===== config.mk =====
export PLATFORM = sky130hd
export DESIGN_NAME = instr_sequencer
export DESIGN_NICKNAME = d
export VERILOG_FILES = /design/src/rtl/miniCPU_defs.sv /design/src/rtl/instr_sequencer_prog_mem.sv /design/src/rtl/instr_sequencer.sv
export SDC_FILE = /design/constraint.sdc
export NUM_CORES = 1
export LEC_CHECK = 0
export ABC_AREA = 1
export CAP_MARGIN = 20
export CELL_PAD_IN_SITES_DETAIL_PLACEMENT = 1
export CELL_PAD_IN_SITES_GLOBAL_PLACEMENT = 2
export CORE_MARGIN = 1.5
export CORE_UTILIZATION = 45
export DETAILED_ROUTE_END_ITERATION = 16
export HOLD_SLACK_MARGIN = 0.03
export PLACE_DENSITY = 0.94
export SYNTH_ARGS = -nofsm -noshare
export SYNTH_HDL_FRONTEND = slang
export SYNTH_SLANG_ARGS = --single-unit

===== constraint.sdc =====
create_clock -name Clock -period 3.3 [get_ports Clock]
set_input_delay 0.33 -clock Clock [delete_from_list [all_inputs] [get_ports Clock]]
set_output_delay 0.33 -clock Clock [all_outputs]
set_load 0.005 [all_outputs]

===== src/rtl/miniCPU_defs.sv =====
// Shared encodings for the miniCPU fetch path: opcodes, the reserved NOP word,
// and the sequencer state encoding.
package miniCPU_defs;

  localparam int ADDR_W_DEF  = 4;
  localparam int DEPTH_DEF   = 16;
  localparam int INSTR_W_DEF = 12;

  localparam logic [3:0] OPCODE_CPU_FIRST = 4'b0000;
  localparam logic [3:0] OPCODE_CPU_LAST  = 4'b1001;
  localparam logic [3:0] OPCODE_NOP       = 4'b1010;
  localparam logic [3:0] OPCODE_JUMP      = 4'b1110;
  localparam logic [3:0] OPCODE_HALT      = 4'b1111;

  localparam logic [11:0] NOP_INSTR = 12'hA00;

  typedef enum logic [1:0] {
    ST_IDLE   = 2'd0,
    ST_RUN    = 2'd1,
    ST_HALTED = 2'd2
  } seq_state_e;

endpackage


===== src/rtl/instr_sequencer_prog_mem.sv =====
// Program store: synchronous write, combinational read. Contents survive reset,
// so a program loaded once can be replayed after any number of resets.
module prog_mem #(
  parameter int ADDR_W  = 4,
  parameter int DEPTH   = 16,
  parameter int INSTR_W = 12
) (
  input  logic               clk,
  input  logic               wr_en,
  input  logic [ADDR_W-1:0]  wr_addr,
  input  logic [INSTR_W-1:0] wr_data,
  input  logic [ADDR_W-1:0]  rd_addr,
  output logic [INSTR_W-1:0] rd_data
);

  logic [INSTR_W-1:0] mem_q [DEPTH];

  always_ff @(posedge clk) begin
    if (wr_en) begin
      mem_q[wr_addr] <= wr_data;
    end
  end

  assign rd_data = mem_q[rd_addr];

endmodule


===== src/rtl/instr_sequencer.sv =====
// Fetch stage for miniCPU: owns the PC and a run/step/halt FSM, consumes JUMP
// and HALT locally, and feeds one registered instruction per cycle to the CPU.
//
// state     | meaning
// ST_IDLE   | not issuing; Step issues one word, Start enters RUN from PC=0
// ST_RUN    | issuing one word per clock until Stop or a HALT word
// ST_HALTED | parked after a HALT word; only Start leaves
module instr_sequencer
  import miniCPU_defs::*;
#(
  parameter int ADDR_W  = ADDR_W_DEF,
  parameter int DEPTH   = DEPTH_DEF,
  parameter int INSTR_W = INSTR_W_DEF
) (
  input  logic               Clock,
  input  logic               Reset,
  input  logic               Start,
  input  logic               Step,
  input  logic               Stop,
  input  logic               PWrEn,
  input  logic [ADDR_W-1:0]  PWrAddr,
  input  logic [INSTR_W-1:0] PWrData,
  output logic [INSTR_W-1:0] Instr,
  output logic               InstrValid,
  output logic [ADDR_W-1:0]  PC,
  output logic               Running,
  output logic               Halted
);

  seq_state_e         state_q, state_d;
  logic [ADDR_W-1:0]  pc_q, pc_d;
  logic [INSTR_W-1:0] instr_q, instr_d;
  logic               valid_q, valid_d;
  logic               running_q, running_d;
  logic               halted_q, halted_d;

  logic               start_issue;
  logic               issue;
  logic [ADDR_W-1:0]  fetch_addr;
  logic [INSTR_W-1:0] fetch_word;
  logic [3:0]         fetch_op;
  logic               mem_wr_en;

  // Start from IDLE or HALTED ignores the current PC and fetches word 0.
  assign start_issue = Start && (state_q != ST_RUN);
  assign issue       = start_issue
                    || ((state_q == ST_IDLE) && Step)
                    || ((state_q == ST_RUN) && !Stop);
  assign fetch_addr  = start_issue ? '0 : pc_q;
  assign fetch_op    = fetch_word[INSTR_W-1 -: 4];

  // Writes would race a fetch of the same cycle, so any issue request blocks them.
  assign mem_wr_en = PWrEn && (state_q != ST_RUN) && !Start && !Step && !Reset;

  prog_mem #(
    .ADDR_W  (ADDR_W),
    .DEPTH   (DEPTH),
    .INSTR_W (INSTR_W)
  ) u_prog_mem (
    .clk     (Clock),
    .wr_en   (mem_wr_en),
    .wr_addr (PWrAddr),
    .wr_data (PWrData),
    .rd_addr (fetch_addr),
    .rd_data (fetch_word)
  );

  always_ff @(posedge Clock) begin
    if (Reset) begin
      state_q   <= ST_IDLE;
      pc_q      <= '0;
      instr_q   <= INSTR_W'(NOP_INSTR);
      valid_q   <= 1'b0;
      running_q <= 1'b0;
      halted_q  <= 1'b0;
    end else begin
      state_q   <= state_d;
      pc_q      <= pc_d;
      instr_q   <= instr_d;
      valid_q   <= valid_d;
      running_q <= running_d;
      halted_q  <= halted_d;
    end
  end

  always_comb begin
    state_d = state_q;
    case (state_q)
      ST_IDLE:   if (Start) state_d = ST_RUN;
      ST_RUN:    if (Stop) state_d = ST_IDLE;
      ST_HALTED: if (Start) state_d = ST_RUN;
      default:   state_d = ST_IDLE;
    endcase
    if (issue && (fetch_op == OPCODE_HALT)) begin
      state_d = ST_HALTED;
    end
  end

  always_comb begin
    pc_d    = pc_q;
    instr_d = INSTR_W'(NOP_INSTR);
    valid_d = 1'b0;
    if (issue) begin
      case (fetch_op)
        OPCODE_JUMP: pc_d = fetch_word[ADDR_W-1:0];
        OPCODE_HALT: pc_d = fetch_addr + ADDR_W'(1);
        default: begin
          instr_d = fetch_word;
          valid_d = 1'b1;
          pc_d    = fetch_addr + ADDR_W'(1);
        end
      endcase
    end
    running_d = (state_d == ST_RUN);
    halted_d  = (state_d == ST_HALTED);
  end

  assign Instr      = instr_q;
  assign InstrValid = valid_q;
  assign PC         = pc_q;
  assign Running    = running_q;
  assign Halted     = halted_q;

endmodule

==> flow_metrics.py <==
metrics = {
    "logic_synthesis": {
        "synth_cells": 710,
        "synth_cell_types": 33,
        "async_flop_share_pct": 0,
        "ys_ff_latch": 213,
        "yosysSeqAreaShare_pct": 70.8,
        "synth_area_per_cell_um2": 12.3,
        "synth_edf_count": 192,
        "yosys_most_used_dff": "edfxtp_1",
        "yosys_warnings": 0,
        "syn_nets": 733,
        "syn_area_um2": 8740,
    },
    "clocking": {
        "ctsRootBufferMaster": "clkbuf_16",
        "cts.clk_slew.worst_paths_ns": 0.06,
        "ctsHoldBuffers": 0,
        "cts_buffer_depth": 3,
        "cts_sinks": 213,
        "post-cts-setup-buffer-count": 0,
        "cts_buffers": 23,
        "clock_latency_ns": 0.52,
        "h-tree-depth": 1,
        "cts_resized": 0,
        "cts_tree": "done",
    },
    "timing": {
        "finalCritPeriodShare_pct": 77.1,
        "tns_ns": 0,
        "report.final.hold_viol_count": 0,
        "slew_violations": 0,
        "slew_headroom_pct": 51.2,
        "clock_skew_ns": 0.0206,
        "worst_pin_slew_ns": 0.731,
        "layout_setup_ws_ns": 0.756,
        "min_period_ns": 2.54,
        "rsz0062_at_grt": "no",
        "max_freq_ghz": 0.393,
        "setup_viol": 0,
        "whs_ns": 0.550,
    },
    "power": {
        "vdd_drop_max_mv": 0.431,
        "p_leak_uw": 0.00369,
        "power.density_nw_per_um2": 650,
        "total_power_uw": 6660,
    },
    "floorplan": {
        "initial_utilization_pct": 46.2,
        "core_area_um2": 18900,
        "die_w_um": 142,
        "fp.dieArea_um2": 20300,
        "io_pins": 41,
        "row_count": 50,
        "die_h_um": 142,
    },
    "hold_path": {
        "holdCritPathClass": "flop to flop",
        "holdPathStages": 2,
    },
    "critical_path": {
        "cp_cell_sequence": "inv_2 -> nand2_4 -> nand2_8 -> nand2_4 -> nand2_1 -> nand3_1 -> nand3_1 -> nand3_1 -> nand2_1 -> nor2_4 -> o21ai_2 -> inv_2 -> nor2_1",
        "critPathTopFamily": "simple AND/OR/NAND/NOR gates",
        "cp_num_cells": 13,
        "worst-path-max-fanout": 39,
        "endpoint_kind": "flop",
        "critPathArrivalTime_ns": 2.91,
        "path_buf_inv": 2,
        "start_kind": "flop",
        "critPathKind": "flop to flop",
        "worst-r2r-cell-count": 13,
        "slowest_stage": "nand2_4",
        "max_stage_delay_ns": 0.40,
        "path_common_cell": "nand3_1",
        "crit_required_ns": 3.66,
    },
    "global_routing": {
        "grt_pass1_wl_um": 37400,
        "grt_util_all_layers_pct": 25.0,
        "grt_max_degree": 72,
        "antenna_found_initial": 0,
        "first_global_vias": 6551,
        "grt.overflow.total": 0,
    },
    "route": {
        "wl_per_cell_um": 23.5,
        "dr.first_iter.drc_count": 692,
        "via_per_inst": 5.72,
        "routed_wl_um": 24600,
        "vias": 5972,
        "route.detailed.drc": 0,
        "drtPass1Iterations": 5,
        "ant_nets": 0,
    },
    "final_layout": {
        "post_route_cells_drive_above_1_share_pct": 12.9,
        "antenna-diode-count": 0,
        "nFillCells": 1929,
        "final_cells": 1044,
        "nNetsFinal": 792,
        "multi_input_area_um2": 2110,
        "regArea_um2": 6190,
        "area_growth_pct": 17.4,
    },
    "placement": {
        "dp_hpwl_um": 14800,
        "gp_congestion": 0.783,
        "dp_slack_ns": 0.323,
        "post-place-cells": 1004,
        "portBuffers": 40,
    },
    "status": {
        "outcome": "complete, no violations",
    },
    "job": {
        "cap_violations": 0,
    },
}
## synth_stat cells (5+ instances only)
cell type	n	area (µm²)
o21ai_1	12	60.1
nand2_4	5	56.3
o221ai_1	16	140
o211ai_1	16	120
dfxtp_1	21	420
inv_2	6	22.5
buf_2	13	65.1
a21oi_2	5	43.8
nand2_1	76	285
inv_1	38	143
buf_4	11	82.6
nand3b_1	9	67.6
nor2_1	104	390
buf_6	9	101
edfxtp_1	192	5770
nand3_1	99	495
o21ai_0	42	210
nand3_2	5	50.1
clkbuf_1	5	18.8
## flip-flops by register name, summed over array words and instances, names as in the netlist
| signal | count |
|---|---|
| InstrValid | 1 |
| PC | 4 |
| u_prog_mem.mem_q | 192 |
| Halted | 1 |
| Instr | 12 |
| state_q | 2 |
| Running | 1 |
## layer usage
metal | track usage, % | part of all wire (%)
met4 | 9.98 | 3.7
met5 | 0 | 0
met2 | 41.2 | 49
met1 | 32.7 | 40
met3 | 4.81 | 7.4
## worst paths after layout
kind / start / endpoint / slack [ns]
setup reg to reg: state_q[1] / Instr[3] / 0.76
hold / removal: state_q[1] / Halted / 0.55
hold reg to reg: state_q[1] / Halted / 0.55
setup / recovery: state_q[1] / Instr[3] / 0.76
## placed cells by master, fill, tap and decap left out, types with 5 or more instances in the layout
master | netlist | routed
nand3b_1 | 9 | 9
o21ai_0 | 42 | 42
nand3_1 | 99 | 99
nand3_2 | 5 | 5
o221ai_1 | 16 | 16
clkinv_1 | 3 | 8
dfxtp_1 | 21 | 20
buf_4 | 11 | 30
inv_2 | 6 | 6
o211ai_1 | 16 | 16
bufinv_16 | 0 | 5
edfxtp_1 | 192 | 192
nand2_1 | 76 | 76
clkbuf_16 | 0 | 23
nor2_1 | 104 | 104
inv_1 | 38 | 38
o21ai_1 | 12 | 12
nand2_4 | 5 | 5
a21oi_2 | 5 | 5
clkdlybuf4s50_1 | 0 | 40
## cells by family (layout without fill, tap and decap cells)
logic type | count (synthesis) | count (layout) | share of synthesized area, %
buffers and inverters | 85 | 159 | 5.08
adder cells (fa/ha/maj) | 1 | 1 | 0.143
AND/OR/NAND/NOR | 313 | 313 | 16.8
XOR/XNOR | 1 | 1 | 0.100
flip-flops | 213 | 213 | 70.8
AO/OA/AOI/OAI | 97 | 97 | 7.05
## layout make-up
type                            instances  share of cell area [%]
Inverter                               47                    1.72
Sequential cell                       213                    60.3
Clock buffer                           23                    5.61
Timing Repair Buffer                   72                    6.49
Tap cell                              260                    3.17
Multi-Input combinational cell        412                    20.5
Clock inverter                         17                    2.15
## stage by stage
step	utilization (%)	area (µm²)
global placement	50.1	9460
global route	54.3	10300
floorplan	-	8740
detailed placement	50.1	9460
CTS	54.3	10300
finish	54.3	10300
## worst min-delay path, cell delays in order (launching register included)
cell,delay (ns)
dfxtp_1,0.32
nand3_1,0.11
a21oi_1,0.07
## where the power goes
part / total, µW / internal, µW / leakage, µW / switching (µW)
clock: 2720 / 1660 / 0.000383 / 1050
sequential: 3020 / 2990 / 0.00190 / 30.1
combinational: 923 / 313 / 0.00141 / 609
total: 6660 / 4970 / 0.00369 / 1690
Note: power is estimated with default switching activity, not from simulation.
